File: src/rtl/sprite_motion_ctrl.sv
// Per-frame sprite motion sequencer: steps the sprite on each frame rise, reflects it off
// the screen edges, rotates the one-hot overlay colour on bounces and handles a debounced pause.
module sprite_motion_ctrl #(
  parameter int unsigned SCREEN_W      = 800,
  parameter int unsigned SCREEN_H      = 480,
  parameter int unsigned SPRITE_W      = 256,
  parameter int unsigned SPRITE_H      = 128,
  parameter int unsigned INIT_X        = 300,
  parameter int unsigned INIT_Y        = 200,
  parameter int unsigned DEBOUNCE_BITS = 16
) (
  input  logic       clk,
  input  logic       nrst,
  input  logic       frame,
  input  logic       btn_pause,
  input  logic [1:0] speed,
  output logic [9:0] x_pos,
  output logic [9:0] y_pos,
  output logic [2:0] color,
  output logic       bounce,
  output logic       corner,
  output logic       paused
);

  localparam logic [10:0] MaxX  = 11'(SCREEN_W - SPRITE_W);
  localparam logic [10:0] MaxY  = 11'(SCREEN_H - SPRITE_H);
  localparam logic [9:0]  InitX = 10'(INIT_X);
  localparam logic [9:0]  InitY = 10'(INIT_Y);

  typedef enum logic [1:0] {StIdle, StStepX, StStepY, StCommit} state_e;

  state_e state_q, state_d;
  logic   frame_q, rise;
  logic [2:0] step_q;
  logic [9:0] x_q, y_q, nx_q, ny_q;
  logic       xdir_q, ydir_q, nxdir_q, nydir_q, hx_q, hy_q;
  logic [2:0] color_q;
  logic       bounce_q, corner_q;

  logic [1:0]               sync_q;
  logic                     stable_q, stable_d;
  logic [DEBOUNCE_BITS-1:0] cnt_q, cnt_d;
  logic                     paused_q, press;

  // Returns {hit, next_dir, next_pos}; dir = 1 means increasing. Overshoot clamps to the edge.
  function automatic logic [11:0] axis_next(input logic [9:0] pos, input logic dir,
                                            input logic [2:0] step, input logic [10:0] lim);
    logic [10:0] pos_e, step_e, sum, diff;
    pos_e  = {1'b0, pos};
    step_e = {8'b0, step};
    sum    = pos_e + step_e;
    diff   = pos_e - step_e;
    if (dir) begin
      if (sum >= lim) axis_next = {1'b1, 1'b0, lim[9:0]};
      else            axis_next = {1'b0, 1'b1, sum[9:0]};
    end else begin
      if (pos_e <= step_e) axis_next = {1'b1, 1'b1, 10'd0};
      else                 axis_next = {1'b0, 1'b0, diff[9:0]};
    end
  endfunction

  assign rise = frame & ~frame_q;

  always_comb begin
    state_d = state_q;
    unique case (state_q)
      StIdle:   if (rise && !paused_q) state_d = StStepX;
      StStepX:  state_d = StStepY;
      StStepY:  state_d = StCommit;
      StCommit: state_d = StIdle;
      default:  state_d = StIdle;
    endcase
  end

  // Debounce: stable follows the synced button only after it has differed for a full count.
  always_comb begin
    stable_d = stable_q;
    cnt_d    = cnt_q;
    if (sync_q[1] == stable_q) begin
      cnt_d = '0;
    end else if (&cnt_q) begin
      stable_d = sync_q[1];
      cnt_d    = '0;
    end else begin
      cnt_d = cnt_q + DEBOUNCE_BITS'(1);
    end
  end

  assign press = stable_q & ~stable_d;

  always_ff @(posedge clk or negedge nrst) begin
    if (!nrst) begin
      state_q  <= StIdle;
      frame_q  <= 1'b1;
      step_q   <= 3'd1;
      x_q      <= InitX;
      y_q      <= InitY;
      xdir_q   <= 1'b1;
      ydir_q   <= 1'b1;
      nx_q     <= InitX;
      ny_q     <= InitY;
      nxdir_q  <= 1'b1;
      nydir_q  <= 1'b1;
      hx_q     <= 1'b0;
      hy_q     <= 1'b0;
      color_q  <= 3'b001;
      bounce_q <= 1'b0;
      corner_q <= 1'b0;
      sync_q   <= 2'b11;
      stable_q <= 1'b1;
      cnt_q    <= '0;
      paused_q <= 1'b0;
    end else begin
      state_q  <= state_d;
      frame_q  <= frame;
      sync_q   <= {sync_q[0], btn_pause};
      stable_q <= stable_d;
      cnt_q    <= cnt_d;
      paused_q <= paused_q ^ press;
      bounce_q <= 1'b0;
      corner_q <= 1'b0;
      if (state_q == StIdle && rise && !paused_q) step_q <= {1'b0, speed} + 3'd1;
      if (state_q == StStepX) {hx_q, nxdir_q, nx_q} <= axis_next(x_q, xdir_q, step_q, MaxX);
      if (state_q == StStepY) {hy_q, nydir_q, ny_q} <= axis_next(y_q, ydir_q, step_q, MaxY);
      if (state_q == StCommit) begin
        x_q      <= nx_q;
        y_q      <= ny_q;
        xdir_q   <= nxdir_q;
        ydir_q   <= nydir_q;
        if (hx_q | hy_q) color_q <= {color_q[1:0], color_q[2]};
        bounce_q <= hx_q | hy_q;
        corner_q <= hx_q & hy_q;
      end
    end
  end

  assign x_pos  = x_q;
  assign y_pos  = y_q;
  assign color  = color_q;
  assign bounce = bounce_q;
  assign corner = corner_q;
  assign paused = paused_q;

endmodule
File: config.mk
export PLATFORM = sky130hd
export DESIGN_NAME = sprite_motion_ctrl
export DESIGN_NICKNAME = d
export VERILOG_FILES = /design/src/rtl/sprite_motion_ctrl.sv
export SDC_FILE = /design/constraint.sdc
export NUM_CORES = 1
export LEC_CHECK = 0
export CAP_MARGIN = 20
export CORE_UTILIZATION = 37
export CTS_BUF_LIST = sky130_fd_sc_hd__clkbuf_16
export DETAILED_ROUTE_END_ITERATION = 8
export SETUP_SLACK_MARGIN = 0.1
export SYNTH_ARGS = -nofsm -noshare
export SYNTH_HDL_FRONTEND = slang
export SYNTH_SLANG_ARGS = --single-unit
File: constraint.sdc
create_clock -name clk -period 5.98 [get_ports clk]
set_clock_uncertainty 0.2 [all_clocks]
set_input_delay 0.598 -clock clk [delete_from_list [all_inputs] [get_ports clk]]
set_output_delay 0.598 -clock clk [all_outputs]
set_load 0.1 [all_outputs]
Word-level counts from Yosys, hierarchy flattened
Cells that the tools add are included.
- bits in registers: 77
- input bits: 6
- output and inout port bits: 26
- word-level logic and storage cells: 63
- add/subtract/negate cells: 6
- order comparisons: 4
- equality and inequality tests: 5
- mux-type cells: 14
- bitwise logic cells: 7
- reduce and logical (&&, ||, !) cells: 7
- operators by type and width (kind ; count):
    12-bit two-way mux ; 6
    16-bit two-way mux ; 2
    10-bit by 3-bit adder with 11-bit output ; 2
    10-bit by 3-bit less-or-equal comparator with 1-bit output ; 2
    10-bit by 3-bit subtractor with 10-bit output ; 2
    16-bit by 1-bit adder with 16-bit output (second input constant) ; 1
    16-bit AND reduction ; 1
    11-bit by 10-bit greater-or-equal comparator with 1-bit output (second input constant) ; 1
    11-bit by 9-bit greater-or-equal comparator with 1-bit output (second input constant) ; 1
    2-bit case mux with 4 select lines ; 1
    2-bit == test (second input constant) ; 2
    1-bit two-way mux ; 4
    2-bit by 1-bit adder with 3-bit output (second input constant) ; 1
    1-bit AND ; 3
    1-bit logical AND ; 3
    2-bit by 1-bit == test with 1-bit output (second input constant) ; 1
    2-bit logical NOT ; 1
    2-bit two-way mux ; 1
    2-bit inequality test (second input constant) ; 1
    1-bit inverter ; 2
    2-bit AND reduction ; 1
    1-bit == test ; 1
    1-bit logical NOT ; 1
    1-bit bitwise OR ; 1
    1-bit bitwise XOR ; 1

Logic depth before layout (Yosys ltp)
- depth in word-level cells: 6
- depth in mapped cells: 10
- gate-level depth less buffers: 10

Least setup slack after synthesis
Ideal clock, no wire load.
- path type: reg-to-reg
- start point: reg x_q[0], in the netlist x_pos[0]
- end point: reg nx_q[8]
- library setup time: 78 ps
- arrival time: 2941 ps
- data required time: 5702 ps
- path slack: 2761 ps
- stages on the path, launching flop included: 9
- buffers on the path: 0
- period minus slack after synthesis: 3219 ps
- cells stage by stage: dfrtp_1 ha_1 fa_1 nor2b_1 or2_2 a32oi_1 a211oi_4 or2_2 a31o_2
- word-level cells in the longest chain between the ends: 4
- elaborated cells between the ends (all ways): 7
- classes of those cells: add/sub: 2; order compare: 2; mux: 3
- ends and longest elaborated chain (element ; RTL line ; RTL):
    from (decl) ; 35 ; logic [9:0] x_q, y_q, nx_q, ny_q;
    from (signal assigned) ; 96 ; x_q <= InitX;
    from (signal assigned) ; 126 ; x_q <= nx_q;
    10-bit by 3-bit adder with 11-bit output ; 51 ; sum = pos_e + step_e;
    11-bit by 10-bit greater-or-equal comparator with 1-bit output ; 54 ; if (sum >= lim) axis_next = {1'b1, 1'b0, lim[9:0]};
    12-bit two-way mux ; 54 ;
    12-bit two-way mux * ; 53 ; if (dir) begin
    to (signal assigned) ; 100 ; nx_q <= InitX;
    to (signal assigned) ; 123 ; if (state_q == StStepX) {hx_q, nxdir_q, nx_q} <= axis_next(x_q, xdir_q, step_q, MaxX);
    to (decl) ; 35 ;
Every way passes the cells marked *; elsewhere a longest branch is shown, timed or not.
A chain may end at the register's enable or synchronous reset.

Worst setup path after layout
- start point: reg step_q[1]
- end point: reg hx_q
- word-level cells in the longest chain between the ends: 4
- elaborated cells between the ends (all ways): 6
- classes of those cells: add/sub: 1; order compare: 2; mux: 3
- ends and longest elaborated chain (element ; RTL line ; RTL):
    from (decl) ; 34 ; logic [2:0] step_q;
    from (signal assigned) ; 122 ; if (state_q == StIdle && rise && !paused_q) step_q <= {1'b0, speed} + 3'd1;
    10-bit by 3-bit adder with 11-bit output ; 51 ;
    11-bit by 10-bit greater-or-equal comparator with 1-bit output ; 54 ;
    12-bit two-way mux ; 54 ;
    12-bit two-way mux * ; 53 ;
    to (signal assigned) ; 123 ;
    to (decl) ; 36 ; logic xdir_q, ydir_q, nxdir_q, nydir_q, hx_q, hy_q;
Marked as above.

==> summary.md <==
| Metric | Value |
|---|---|
| Post-DRT Antenna Nets | `0` |
| Nets | `494` |
| Post-layout min period | `3.40 ns` |
| Via Count | `3,330` |
| Setup crit end kind | `register` |
| Max frequency | `294 MHz` |
| Clock transition at path regs | `0.06 ns` |
| Cell with the most instances after synthesis | `dfrtp_1` |
| Worst Path Arrival | `3.42 ns` |
| Vias in the first global route | `3,307` |
| Largest net degree at the start of global routing | `78` |
| Post-CTS Resized | `0` |
| Synth Instances | `443` |
| Clock root buffer | `clkbuf_16` |
| Multi-input logic area | `2370 sq um` |
| Top cells by area, synth | `dfrtp_1 29%, dfstp_2 14%, mux2_2 6.2%` |
| Wire per inst | `15.6 um` |
| Post-route setup TNS | `0 ns` |
| Die Wd | `112 um` |
| H-tree depth | `3` |
| Met1 Track Usage GR | `0.227` |
| Layout cell share with drive strength beyond 1 | `0.170` |
| Post-Syn Area | `4510 sq um` |
| Synth Area in Adders | `0.0704` |
| Slew Viols, Final | `0` |
| RSZ-0062 raised after global routing | `no` |
| First-pass GRT wire length | `16,500 um` |
| Tightest Pin Transition | `1.09 ns` |
| Asr flop ratio synth | `1.00` |
| DR vias/cell | `5.43` |
| Post-route DRC | `0` |
| # setup viols final | `0` |
| Die footprint | `12,600 sq um` |
| Worst EP required | `6.00 ns` |
| Critical Path Fanout Max | `12` |
| Synth top area share | `0.294` |
| Post-synth top cells | `53 x dfrtp_1, 35 x nor2_1, 33 x nand2_1, 27 x o21ai_0, 25 x mux2_2` |
| 1st-iter DRT viols | `172` |
| GR Util met2 | `0.255` |
| Flops & latches, synth | `77` |
| Num rows | `39` |
| Cell variety after synth | `67` |
| GRT Total Usage | `0.165` |
| FILL cells | `1,095` |
| Synth Area in XOR/XNOR | `0.0698` |
| Yosys warnings | `0` |
| Sink Count | `77` |
| Largest area contributor in the netlist | `dfrtp_1` |
| Grt peak-use layer | `met2` |
| Largest family of logic cells by synthesized area | `simple AND/OR/NAND/NOR gates` |
| Sequential cell area | `1960 sq um` |
| DP HPWL | `6490 um` |
| GRT overflow | `0` |
| Hold Path Class | `register to register` |
| Max Cap Viol | `0` |
| Post-synth EDFFs | `0` |
| Syn Nets | `472` |
| Average size of a mapped cell | `10.2 sq um` |
| Status | `finished, final reports clean` |
| GR Layer Usage met3 | `0.0383` |
| Mux contribution to synthesized area | `0.0668` |
| DIE HEIGHT | `112 um` |
| Initial Utilization | `0.387` |
| Initial antenna violation count | `0` |
| Post-synth top flop | `dfrtp_1` |
| Critical path class | `register to register` |
| Sequential cell area fraction in the yosys report | `0.433` |
| Simple-Gate Fraction of Synth Area | `0.165` |
| Core footprint | `11,700 sq um` |
| CTS buffer count | `9` |
| Setup Fix Bufs, Post-CTS | `0` |
| TritonCTS clock tree | `built` |
| Ant diodes | `0` |
| Total iterations of the first detailed-routing run | `4` |
| Critical Path Source Type | `register` |
| Clk_lat worst skew | `0.34 ns` |
| Max transition margin | `0.270` |
| Synth Area in Compound Gates | `0.152` |
| # IOs | `32` |
| Final number of hold-violating endpoints | `0` |
| Final WL | `9560 um` |
| Crit share post-route | `0.568` |
| CTS max path bufs | `2` |
| IO Port Bufs | `31` |
| Post-CTS Hold Buffers | `0` |
| Placer Congestion | `0.829` |
| Area Growth Syn to Fin | `15.3%` |
layout by cell type (no fill, tap or decap), drive strengths merged, types with 4 or more instances in the layout:
| master | n |
|---|---|
| dfrtp | 53 |
| xor2 | 12 |
| a21oi | 13 |
| o21ai | 28 |
| nor4 | 4 |
| dfstp | 24 |
| mux2 | 25 |
| nor3 | 6 |
| clkbuf | 9 |
| clkdlybuf4s50 | 30 |
| ha | 19 |
| and4 | 4 |
| nor2b | 14 |
| fa | 4 |
| nand3 | 16 |
| o31ai | 4 |
| inv | 25 |
| and3 | 6 |
| nand2 | 33 |
| nor4b | 4 |
| o21a | 7 |
| xnor2 | 24 |
| nor2 | 35 |
| nand2b | 4 |
| a211oi | 5 |
layer usage:
layer  routed length (um)  part of all wire
met5                    0                 0
met4                  164             0.017
met3                  343             0.036
met2                 4340              0.45
met1                 4710              0.49
cell type report:
class | count | area share
timing repair buffer | 34 | 0.0678
tap | 143 | 0.0344
clock buffer | 9 | 0.0433
sequential | 77 | 0.376
clock inverter | 7 | 0.00817
multi-input combinational | 321 | 0.455
inverter | 22 | 0.0159
state kept, by name, summed over array words and instances (netlist names):
signal,count
y_pos,10
stable_q,1
color,3
hx_q,1
nydir_q,1
bounce,1
cnt_q,16
hy_q,1
ny_q,10
xdir_q,1
paused,1
x_pos,10
ydir_q,1
step_q,3
state_q,2
nxdir_q,1
sync_q,2
frame_q,1
corner,1
nx_q,10
kinds of logic (layout without fill, tap and decap cells):
kind of cell	count (synthesis)	after routing
muxes	27	27
xor gates and xnor gates	36	36
AOI/OAI and AO/OA	93	93
adders and majority gates	23	23
DFF	77	77
and+or+nand+nor	142	142
buffers and inverters	45	72
critical path, cell delays in order (launching register included):
cell and delay [ns]:
dfrtp_1 0.47, inv_1 0.17, ha_1 0.33, nand2b_1 0.18, a21oi_1 0.42, nand3_1 0.13
a21oi_1 0.88, nor3_1 0.19, mux2_2 0.31
worst paths after layout:
path                            from  slack [ns]        end  cells after the start
min reg2reg                sync_q[0]        0.16  sync_q[1]                      0
max in group asynchronous       nrst        4.46    frame_q                      3
max                        step_q[1]        2.58       hx_q                      8
min in group asynchronous       nrst        0.49    nx_q[6]                      2
max reg2reg                step_q[1]        2.58       hx_q                      8
min                        sync_q[0]        0.16  sync_q[1]                      0
metrics by stage:
step | hold WS [ns] | area [sq um] | std cells | setup slack, ns | utilization
global route | 0.165 | 5210 | 613 | 2.32 | 0.446
CTS | 0.157 | 5170 | 611 | 2.55 | 0.443
global placement | 0.146 | 4900 | 595 | 2.67 | 0.420
finish | 0.156 | 5210 | 613 | 2.58 | 0.446
detailed placement | 0.148 | 4900 | 595 | 2.58 | 0.420
floorplan | 0.102 | 4510 | 443 | 2.76 | -
Power is not shown: default switching activity piles up to over one toggle a cycle in this logic, so the estimate is an artifact.
==> patch: new RTL, same settings <==
Register the inputs `frame`, `btn_pause` and `speed` before use, cleared by the reset. The logic sees them one clock later.
--- a/src/rtl/sprite_motion_ctrl.sv
+++ b/src/rtl/sprite_motion_ctrl.sv
@@ -31,2 +31,18 @@
 
+  logic frame_r;
+  logic btn_pause_q;
+  logic [1:0] speed_q;
+
+  always_ff @(posedge clk or negedge nrst) begin
+    if (!nrst) begin
+      frame_r     <= '0;
+      btn_pause_q <= '0;
+      speed_q     <= '0;
+    end else begin
+      frame_r     <= frame;
+      btn_pause_q <= btn_pause;
+      speed_q     <= speed;
+    end
+  end
+
   state_e state_q, state_d;
@@ -61,3 +77,3 @@
 
-  assign rise = frame & ~frame_q;
+  assign rise = frame_r & ~frame_q;
 
@@ -114,4 +130,4 @@
       state_q  <= state_d;
-      frame_q  <= frame;
-      sync_q   <= {sync_q[0], btn_pause};
+      frame_q  <= frame_r;
+      sync_q   <= {sync_q[0], btn_pause_q};
       stable_q <= stable_d;
@@ -121,3 +137,3 @@
       corner_q <= 1'b0;
-      if (state_q == StIdle && rise && !paused_q) step_q <= {1'b0, speed} + 3'd1;
+      if (state_q == StIdle && rise && !paused_q) step_q <= {1'b0, speed_q} + 3'd1;
       if (state_q == StStepX) {hx_q, nxdir_q, nx_q} <= axis_next(x_q, xdir_q, step_q, MaxX);
Check against the original RTL: not equivalent (a bounded check fails within 10 cycles, from zero or initial values and one cycle with nrst low).
==> patch against the unedited design <==
Worst setup slack better by 0.38 ns. Utilization is 0.42 points lower. Sequential cell count rose by 4. Design area grew 2.5%. Area after synthesis increased by 1.7%. Wire length unchanged. Die area increased by 1.7%. Critical path depth fell by 7.
Power is not shown: default switching activity piles up to over one toggle a cycle in this logic, so the estimate is an artifact.
==> patch: results (changes against the unedited design) <==
place_ws_ns: 3.06  # was 2.58 ns
hp-class: "in -> async"  # was reg -> reg
grt_pass1_wl_mm: 16.9  # was 16.5 mm
synth-seq-area-share_pct: 44.8  # was 43.3%
multi_input_area_share_pct: 43.6  # was 45.5%
drt_iter0_markers: 340  # was 172
num-fill-cells: 1145  # was 1095
wl_per_cell_um: 14.7  # was 15.6 µm
vias_per_cell: 5.09  # was 5.43
layout.nets: 506  # was 494
worstPathArrival_ns: 2.22  # was 3.42 ns
seqCellArea_um2: 2060  # was 1960 µm²
critPathTopFamily: "buffers and inverters"  # was compound AO/OA/AOI/OAI gates
netlist_top_cells_count: "dfrtp_1 (57), nor2_1 (44), nand2_1 (40)"  # was dfrtp_1 (53), nor2_1 (35), nand2_1 (33)
syn-num-nets: 485  # was 472
cpMaxStageDelayCell: "clkdlybuf4s50_1"  # was a21oi_1
multi_input_gates: 327  # was 321
period_needed_ns: 3.01  # was 3.40 ns
grt_pass1_vias: 3434  # was 3307
cp_max_fo: 15  # was 12
critPathMaxStageDelay_ns: 1.18  # was 0.88 ns
synth.area.top_cells: "dfrtp_1 (31%), dfstp_2 (14%), mux2_2 (6.1%), ha_1 (5.2%), xor2_1 (4.2%)"  # was dfrtp_1 (29%), dfstp_2 (14%), mux2_2 (6.2%), ha_1 (5.3%), xnor2_1 (4.7%)
synthMuxAreaShare_pct: 6.35  # was 6.68%
clk_share_pct: 5.84  # was 5.14%
cp-endpoint: "y_pos[6]"  # was hx_q
use_met1_pct: 22.4  # was 22.7%
wl_met1_mm: 4.78  # was 4.71 mm
slew_headroom_pct: 34.2  # was 27.0%
r2r_end: "ny_q[5]"  # was hx_q
place_hpwl_mm: 6.45  # was 6.49 mm
wl_met3_um: 359  # was 343 µm
status: "finished, final reports clean"  # unchanged
synth-compound-area-share_pct: 13.7  # was 15.2%
yosys.area_share.adder_pct: 6.92  # was 7.04%
grt_max_degree: 82  # was 78
gp_congestion: 0.862  # was 0.829
r2r_slack_ns: 3.01  # was 2.58 ns
-- patch: worst min path at each step --
stage,to,slack (ns),depth (start not counted),start
after floorplan,bounce,0.10,0,nrst
after global placement,sync_q[0],0.15,0,btn_pause_q
after detailed placement,sync_q[0],0.14,0,btn_pause_q
after CTS,sync_q[1],0.16,0,sync_q[0]
after global routing,color[2],0.04,1,nrst
final,color[2],0.01,1,nrst
-- patch: kinds of logic (layout without fill, tap and decap cells) --
kind of cell,Yosys count,count (layout)
xor gates and xnor gates,40,40
DFF,81,81
muxes,26,26
adders and majority gates,23,23
buffers and inverters,48,74
AOI/OAI and AO/OA,87,87
and+or+nand+nor,151,151
-- patch: through the flow --
step                      instances  instance area (µm²)  utilization [%]
after floorplan                 456                 4590                -
after global routing            650                 5330             44.2
final                           650                 5330             44.2
after CTS                       649                 5310             44.1
after global placement          633                 5000             41.5
after detailed placement        633                 5000             41.5
